<file path="src/rtl/dpram_pkg.sv">
// ============================================================================
// Module   : dpram_pkg
// Purpose  : Shared types and defaults for the dpram block and the port-A
//            arbiter in front of it.
// Contents : st_t      - arbiter state (IDLE, BUSY)
//            DEF_AW/DW - default RAM address/data widths
//            iw_of()   - index width for a requester count
// Revision : 1.0 - initial release
// ============================================================================
`default_nettype none

package dpram_pkg;

  localparam int DEF_AW = 5;
  localparam int DEF_DW = 2;

  typedef enum logic [0:0] {
    IDLE = 1'b0,
    BUSY = 1'b1
  } st_t;

  // Width of an index into NR items; never below 1 so single-bit
  // vectors stay legal for degenerate counts.
  function automatic int iw_of(input int n);
    return (n < 2) ? 1 : $clog2(n);
  endfunction

endpackage

`default_nettype wire

</file>
<file path="src/rtl/dpram_arb_rr_pick.sv">
// ============================================================================
// Module   : rr_pick
// Purpose  : Combinational rotating priority encoder. Scans req_i starting at
//            index ptr_i and wrapping modulo NR; the first set bit wins.
//            With ptr_i tied to zero it is a plain lowest-index-first encoder.
// Ports    : req_i - eligible request mask
//            ptr_i - scan start index
//            win_o - winning index (0 when nothing is requested)
//            vld_o - at least one request present
// Revision : 1.0 - initial release
// ============================================================================
`default_nettype none

module rr_pick
  import dpram_pkg::*;
#(
  parameter int NR = 2,
  parameter int IW = iw_of(NR)
) (
  input  logic [NR-1:0] req_i,
  input  logic [IW-1:0] ptr_i,
  output logic [IW-1:0] win_o,
  output logic          vld_o
);

  int idx;

  // Walk the offsets from the far end back to zero so that the candidate
  // closest to ptr_i is the last one written and therefore wins.
  always_comb begin
    win_o = '0;
    vld_o = 1'b0;
    idx   = 0;
    for (int j = NR - 1; j >= 0; j--) begin
      idx = int'(ptr_i) + j;
      if (idx >= NR) begin
        idx = idx - NR;
      end
      if (req_i[IW'(idx)]) begin
        vld_o = 1'b1;
        win_o = IW'(idx);
      end
    end
  end

endmodule

`default_nettype wire

</file>
<file path="src/rtl/dpram_arb.sv">
// ============================================================================
// Module   : dpram_arb
// Purpose  : Shares dpram port A between NR strobe/acknowledge requesters.
//            A request issued in cycle t drives the RAM address/data/write
//            enable combinationally and is acknowledged in t+1, together
//            with the RAM read data from the registered address.
//            Build option DPRAM_ARB_PRIO_EN selects fixed lowest-index
//            priority instead of round-robin.
// Ports    : clk_i, rst_i (async, active-high), ena_i (global enable)
//            stb_i/we_i [NR]        - requests and write qualifiers
//            adr_i [NR*AW], dat_i [NR*DW] - packed per requester
//            ack_o [NR]  - one-hot completion, dat_o - broadcast read data
//            ram_adr_o, ram_dat_o, ram_wre_o, ram_ena_o -> dpram port A
//            ram_dat_i  <- dpram port A read data
// Revision : 1.0 - initial release
// ============================================================================
`default_nettype none

module dpram_arb
  import dpram_pkg::*;
#(
  parameter int AW = DEF_AW,
  parameter int DW = DEF_DW,
  parameter int NR = 2
) (
  input  logic           clk_i,
  input  logic           rst_i,
  input  logic           ena_i,
  input  logic [NR-1:0]    stb_i,
  input  logic [NR-1:0]    we_i,
  input  logic [NR*AW-1:0] adr_i,
  input  logic [NR*DW-1:0] dat_i,
  output logic [NR-1:0]    ack_o,
  output logic [DW-1:0]    dat_o,
  output logic [AW-1:0]    ram_adr_o,
  output logic [DW-1:0]    ram_dat_o,
  output logic             ram_wre_o,
  output logic             ram_ena_o,
  input  logic [DW-1:0]    ram_dat_i
);

  localparam int IW = iw_of(NR);

  st_t           st_q, st_d;
  logic [IW-1:0] cur_q, cur_d;
  logic [IW-1:0] ptr_w;
  logic [NR-1:0] cur_oh_w;
  logic [NR-1:0] elig_w;
  logic [IW-1:0] win_w;
  logic          vld_w;
  logic          issue_w;

  assign cur_oh_w = NR'(1) << cur_q;

  // The requester being acknowledged still holds its strobe this cycle;
  // masking it keeps it from being issued twice for one transfer.
  assign elig_w = stb_i & ~((st_q == BUSY) ? cur_oh_w : '0);

  // Scan-start pointer
`ifdef DPRAM_ARB_PRIO_EN
  assign ptr_w = '0;
`else
  localparam logic [IW-1:0] LAST = IW'(NR - 1);

  logic [IW-1:0] ptr_q, ptr_d;

  always_comb begin
    ptr_d = ptr_q;
    if (ena_i && issue_w) begin
      ptr_d = (win_w == LAST) ? '0 : win_w + IW'(1);
    end
  end

  always_ff @(posedge clk_i or posedge rst_i) begin
    if (rst_i) begin
      ptr_q <= '0;
    end else begin
      ptr_q <= ptr_d;
    end
  end

  assign ptr_w = ptr_q;
`endif

  rr_pick #(
    .NR (NR),
    .IW (IW)
  ) u_pick (
    .req_i (elig_w),
    .ptr_i (ptr_w),
    .win_o (win_w),
    .vld_o (vld_w)
  );

  // Reset is folded in so the RAM sees no address or write while it is held.
  assign issue_w = vld_w & ena_i & ~rst_i;

  // RAM port A drive
  always_comb begin
    ram_adr_o = '0;
    ram_dat_o = '0;
    ram_wre_o = 1'b0;
    if (issue_w) begin
      ram_adr_o = adr_i[int'(win_w)*AW +: AW];
      ram_dat_o = dat_i[int'(win_w)*DW +: DW];
      ram_wre_o = we_i[win_w];
    end
  end

  assign ram_ena_o = ena_i;

  // Next-state: everything is held while ena_i is low.
  always_comb begin
    st_d  = st_q;
    cur_d = cur_q;
    if (ena_i) begin
      if (issue_w) begin
        st_d  = BUSY;
        cur_d = win_w;
      end else begin
        st_d  = IDLE;
      end
    end
  end

  always_ff @(posedge clk_i or posedge rst_i) begin
    if (rst_i) begin
      st_q  <= IDLE;
      cur_q <= '0;
    end else begin
      st_q  <= st_d;
      cur_q <= cur_d;
    end
  end

  // Completion and read data. The RAM freezes its registered address while
  // ena_i is low, so ram_dat_i is still correct when the ack finally fires.
  always_comb begin
    ack_o = '0;
    if ((st_q == BUSY) && ena_i) begin
      ack_o = cur_oh_w;
    end
  end

  assign dat_o = ram_dat_i;

endmodule

`default_nettype wire

</file>
<file path="config.mk">
export PLATFORM = sky130hd
export DESIGN_NAME = dpram_arb
export DESIGN_NICKNAME = d
export VERILOG_FILES = /design/src/rtl/dpram_pkg.sv /design/src/rtl/dpram_arb_rr_pick.sv /design/src/rtl/dpram_arb.sv
export SDC_FILE = /design/constraint.sdc
export NUM_CORES = 1
export LEC_CHECK = 0
export ABC_AREA = 1
export CORE_UTILIZATION = 35
export DETAILED_ROUTE_END_ITERATION = 7
export GPL_TIMING_DRIVEN = 0
export PLACE_DENSITY_LB_ADDON = 0.2
export SLEW_MARGIN = 40
export SYNTH_ARGS = -nofsm -noshare
export SYNTH_HDL_FRONTEND = slang
export SYNTH_SLANG_ARGS = --single-unit
</file>
<file path="constraint.sdc">
create_clock -name clk_i -period 2.7 [get_ports clk_i]
set_input_delay 0.27 -clock clk_i [delete_from_list [all_inputs] [get_ports clk_i]]
set_output_delay 0.27 -clock clk_i [all_outputs]
set_load 0.02 [all_outputs]
</file>
==> flow_metrics.tcl <==
set metrics [dict create \
    async_flop_share 1.00 \
    crit_path_start_kind "input pin" \
    max_freq_ghz 0.454 \
    synthToLayoutAreaGrowth_pct 77.0 \
    io_pins 36 \
    cts_max_path_buffers 2 \
    hold_viol_final 0 \
    yosysSeqAreaShare 0.159 \
    p_leak_nw 0.472 \
    drv.max_cap_violation_count 0 \
    syn_area_per_cell_um2 5.63 \
    crit_chain "clkdlybuf4s50_1, nand2_2, nor2_8, nand2_1, nor2_1, clkdlybuf4s50_1" \
    crit_cells 6 \
    synthFlopType "dfrtp_1" \
    top_layer "met4" \
    wl_met2_um 587 \
    yosys_warnings 0 \
    hold_class "input pin to async pin" \
    max_stage_delay_ns 0.61 \
    grt_pass1_wl_um 1740 \
    die-width_um 38.8 \
    start_util 0.399 \
    tightest_slew_ns 0.225 \
    worst-path-buf-inv 2 \
    vias_per_cell 4.40 \
    cts.repair.resized 0 \
    antenna_cells 0 \
    slew_headroom 0.850 \
    synthTopCellsByCount "inv_1 (26), nand2_1 (22), nor2_1 (9), nand4_1 (8), buf_4 (5)" \
    grt.total_usage 0.173 \
    ctsHoldBuffers 0 \
    fin_nets 144 \
    globalplace.congestion 0.724 \
    critPathRequiredTime_ns 2.43 \
    routedWlPerCell_um 8.69 \
    antenna_found_initial 0 \
    grt.overflow.total 0 \
    clock_latency_ns 0.24 \
    ant_nets 0 \
    dr_wl_met3_um 71 \
    finalWirelength_um 1160 \
    rsz0062_at_grt "false" \
    drt_iter0_drc 5 \
    portBuffers 32 \
    synth_seq_cells 3 \
    dieHeight_um 38.8 \
    cts_setup_buffers 0 \
    synth_area_um2 473 \
    holdWs_ns 0.227 \
    grt_pass1_vias 467 \
    path_max_fanout 10 \
    finalMaxSlewViolations 0 \
    ys_top_cells_by_area "inv_1 (21%), nand2_1 (17%), dfrtp_1 (16%)" \
    cts.clk_slew.worst_paths_ns 0.04 \
    drive_gt1_frac 0.142 \
    synth_fp_nets 107 \
    yosysTopAreaCellShare 0.206 \
    skew_ns 0.000722 \
    numCtsBuffers 3 \
    wirelength_met1_um 469 \
    drc 0 \
    post-route-period-util 0.816 \
    synth_cell_types 15 \
    yosysMostFrequentCell "inv_1" \
    first_pass_iters 3 \
    cp_top_family "buffers and inverters" \
    cts_tree "yes" \
    min_period_ns 2.20 \
    fin_setup_tns_ns 0 \
    cp_slowest_cell "clkdlybuf4s50_1" \
    power_density_mw_per_mm2 349 \
    coreArea_mm2 0.00119 \
    die_area_mm2 0.00150 \
    grt_max_degree 11 \
    power_uw 292 \
    end_kind "primary output" \
    cts.htree.levels 1 \
    syn_inst 84 \
    status "finished clean" \
    synth_edf_count 0 \
    hpwl_um 947 \
    critical_path_class "input pin to primary output" \
    yosys.area.top_type "inv_1" \
    peakVddDrop_uv 242 \
    num_rows 12 \
    crit_path_frequent_cell "clkdlybuf4s50_1" \
    vias 589 \
    cts.sinks 3 \
    setup_viol 0 \
    ff2ff_path_depth 5 \
    crit_arrival_ns 1.93 \
    root_buffer "clkbuf_4" \
]
## cells by family (layout without fill, tap and decap cells)
kind of cell | after synthesis | in the layout | synth area share
AO/OA/AOI/OAI | 1 | 1 | 0.0106
AND/OR/NAND/NOR | 46 | 46 | 0.519
flip-flops | 3 | 3 | 0.159
buffers and inverters | 34 | 70 | 0.312
## flip-flops by register name, summed over array words and instances, names as in the netlist
name	count
cur_q	1
ptr_q	1
st_q	1
## report_power, final
group | total, mW | internal, mW | leakage [nW] | switching [mW]
registers | 0.0630 | 0.0549 | 0.0376 | 0.00818
logic | 0.148 | 0.0708 | 0.419 | 0.0771
clock network | 0.0815 | 0.0556 | 0.0150 | 0.0260
total | 0.292 | 0.181 | 0.472 | 0.111
## worst reg2reg max path, cell delays in order (launching register included)
cell     delay (ns)
dfrtp_1        0.40
nand2_4        0.10
buf_4          0.17
nand4_2        0.10
nand2_1        0.08
nand2_1        0.05
## cell type report
type	instances	area (um^2)
Buffer	6	42.5
Clock buffer	4	26.3
Fill cell	113	349
Inverter	28	105
Multi-Input combinational cell	47	250
Sequential cell	3	75.1
Tap cell	14	17.5
Timing Repair Buffer	32	320
## placed cells by master, fill, tap and decap left out, drive strengths merged
| cell | Yosys | layout |
|---|---|---|
| nor2 | 10 | 10 |
| o21ai | 1 | 1 |
| dfrtp | 3 | 3 |
| clkdlybuf4s50 | 0 | 32 |
| nand3 | 1 | 1 |
| nor3 | 1 | 1 |
| nand4 | 9 | 9 |
| buf | 6 | 6 |
| clkbuf | 0 | 4 |
| nand2 | 25 | 25 |
| inv | 28 | 28 |
## stage by stage
| stage | setup WS, ns | instances | utilization | cell area [um^2] |
|---|---|---|---|---|
| final | 0.498 | 134 | 0.706 | 837 |
| after global routing | 0.380 | 134 | 0.706 | 837 |
| after CTS | 0.488 | 134 | 0.706 | 837 |
| after detailed placement | 0.499 | 130 | 0.684 | 811 |
| after global placement | 0.498 | 130 | 0.684 | 811 |
| after floorplan | 1.38 | 84 | - | 473 |
## layer usage
metal,vias to the layer above,global-route usage
met5,-,0
met4,0,0.129
met3,5,0.0173
met2,22,0.313
met1,246,0.180
li1,316,-
## path summary, 6_finish.rpt
kind | slack (ns) | endpoint | from
worst max-delay path | 0.50 | ram_dat_o[0] | ena_i
worst min-delay path | 0.23 | cur_q | rst_i
worst max register to register | 1.69 | ptr_q | st_q
worst min register to register | 0.50 | cur_q | cur_q
max in group asynchronous | 2.34 | st_q | rst_i
min in group clk_i | 0.50 | cur_q | cur_q
No activity file was read; power rests on OpenSTA's default activity.
==> patch (same settings) <==
The package constant `DEF_AW` goes from 5 to 6.
--- a/src/rtl/dpram_pkg.sv
+++ b/src/rtl/dpram_pkg.sv
@@ -11,7 +11,7 @@
 
 package dpram_pkg;
 
-  localparam int DEF_AW = 5;
+  localparam int DEF_AW = 6;
   localparam int DEF_DW = 2;
 
   typedef enum logic [0:0] {
Ports: changed (resized adr_i and ram_adr_o); port bits go from 36 to 39. No check against the original RTL was run, so the function may have changed too.
==> patch against the original RTL <==
Wire length up 9.3%. Worst setup slack worse by 28 ps. Count of clock-buffer cells in the layout stayed put. Sequential share of layout area down 0.74 points. Global-route usage grew 1.0 points. Register-to-register slack improved by 20 ps. Synthesized area increased by 9.3%. Sequential cell count unchanged. Non-clock buffer count grew 4. Clock power hardly changed. Cell area is 9.0% higher. Power rose by 3.9%. Clock skew is 6.7 ps higher. Largest cell class unchanged. Largest power group unchanged.
==> patch: results (changes against the original RTL) <==
| Metric | Value |
|---|---|
| Status | `finished, final reports clean (unchanged)` |
| DRT iter0 DRCs | `10 (was 5)` |
| ANT cells | `0 (unchanged)` |
| TritonRoute pass-1 iters | `4 (was 3)` |
| Total GRT Usage | `18.3% (was 17.3%)` |
| Leak pwr | `0.495 nW (was 0.472 nW)` |
| Post-Synthesis Cells | `92 (was 84)` |
| Max incr delay on CP | `610 ps (about the same)` |
| Crit. Startpoint | `stb_i[0] (was ena_i)` |
| Port Buffer Count | `35 (was 32)` |
| Setup Skew | `7.41 ps (was 0.722 ps)` |
| Met3 usage | `2.78% (was 1.73%)` |
| Ranking of synthesized cells by area | `inv_1 22%, nand2_1 18%, dfrtp_1 15% (was inv_1 21%, nand2_1 17%, dfrtp_1 16%)` |
| Worst Reg-to-Reg Cells | `7 (was 5)` |
| Post-synth top cells | `30 x inv_1, 25 x nand2_1, 10 x nand4_1 (was 26 x inv_1, 22 x nand2_1, 9 x nor2_1)` |
| DP Area | `886 µm² (was 811 µm²)` |
| Multi-input combinational area share | `29.4% (was 29.9%)` |
| Reg2reg end | `cur_q (was ptr_q)` |
| Vias per std cell | `4.60 (was 4.40)` |
| Sequential share of the synthesized area | `14.5% (was 15.9%)` |
| M1 GR Usage | `19.5% (was 18.0%)` |
| First-pass GRT wire length | `1.97 mm (was 1.74 mm)` |
| Post-CTS sizing | `0 (unchanged)` |
| Placed cell count | `142 (was 130)` |
| Cell with the largest stage delay on the worst path | `clkdlybuf4s50_1 (unchanged)` |
| RePlAce Congestion | `0.669 (was 0.724)` |
| Post-layout util | `68.4% (was 70.6%)` |
| Non-clk bufs | `42 (was 38)` |
| Synthesized Nets | `117 (was 107)` |
| Final hold slack | `215 ps (was 227 ps)` |
| Synth unique cells | `15 (unchanged)` |
| P per Cell Area | `333 mW/mm² (was 349 mW/mm²)` |
| Least-Margin Pin Slew | `220 ps (was 225 ps)` |
| Arrival time worst endpoint | `1960 ps (was 1930 ps)` |
| Layout Nets | `157 (was 144)` |
| Filler instances | `128 (was 113)` |
| Reg-to-reg slack, setup | `1710 ps (was 1690 ps)` |
| Final HPWL DP | `964 µm (was 947 µm)` |
| Met2 track utilization from global routing | `32.5% (was 31.3%)` |
| Multi-Input Combinational | `51 (was 47)` |
| Area growth, synth to finish | `76.5% (was 77.0%)` |
| Dpl ws | `462 ps (was 499 ps)` |
| Inverter count | `31 (was 28)` |
| Reg2Reg Launch Point | `cur_q (was st_q)` |
| Number of global-route vias before repair | `501 (was 467)` |
| Final non-clock buffer share | `44.7% (was 43.3%)` |
| Clock-cell share | `2.88% (was 3.14%)` |
| Post-Route WL | `1.27 mm (was 1.16 mm)` |
| Non-Filler Instances | `146 (was 134)` |
| Share of layout cells above drive strength 1 | `17.6% (was 14.2%)` |
| Seq area share | `8.23% (was 8.97%)` |
| Maximum VDD drop | `0.249 mV (was 0.242 mV)` |
==> patch: logic make-up after synthesis <==
kind of cell	count (synthesis)	synth area share [%]
flip-flops	3	14.5
buffers and inverters	38	33.7
AND/OR/NAND/NOR	50	50.8
AO/OA/AOI/OAI	1	0.968
==> patch: layer usage <==
metal,vias to the layer above,wire [µm]
met5,-,0
met4,0,19
met3,2,90
met2,31,681
met1,299,480
li1,339,-
==> patch: power by group <==
part           switching [mW]  internal [mW]
Clock                  0.0259         0.0555
Combinational          0.0830         0.0764
Sequential            0.00801         0.0549
==> patch: worst max-delay path by stage <==
| stage | end | slack (ps) | cells past startpoint |
|---|---|---|---|
| floorplan | ram_adr_o[5] | 1380 | 6 |
| global placement | ram_adr_o[3] | 480 | 6 |
| detailed placement | ram_adr_o[3] | 460 | 6 |
| CTS | ram_adr_o[3] | 440 | 6 |
| global route | ram_adr_o[3] | 350 | 8 |
| finish | ram_adr_o[3] | 470 | 6 |
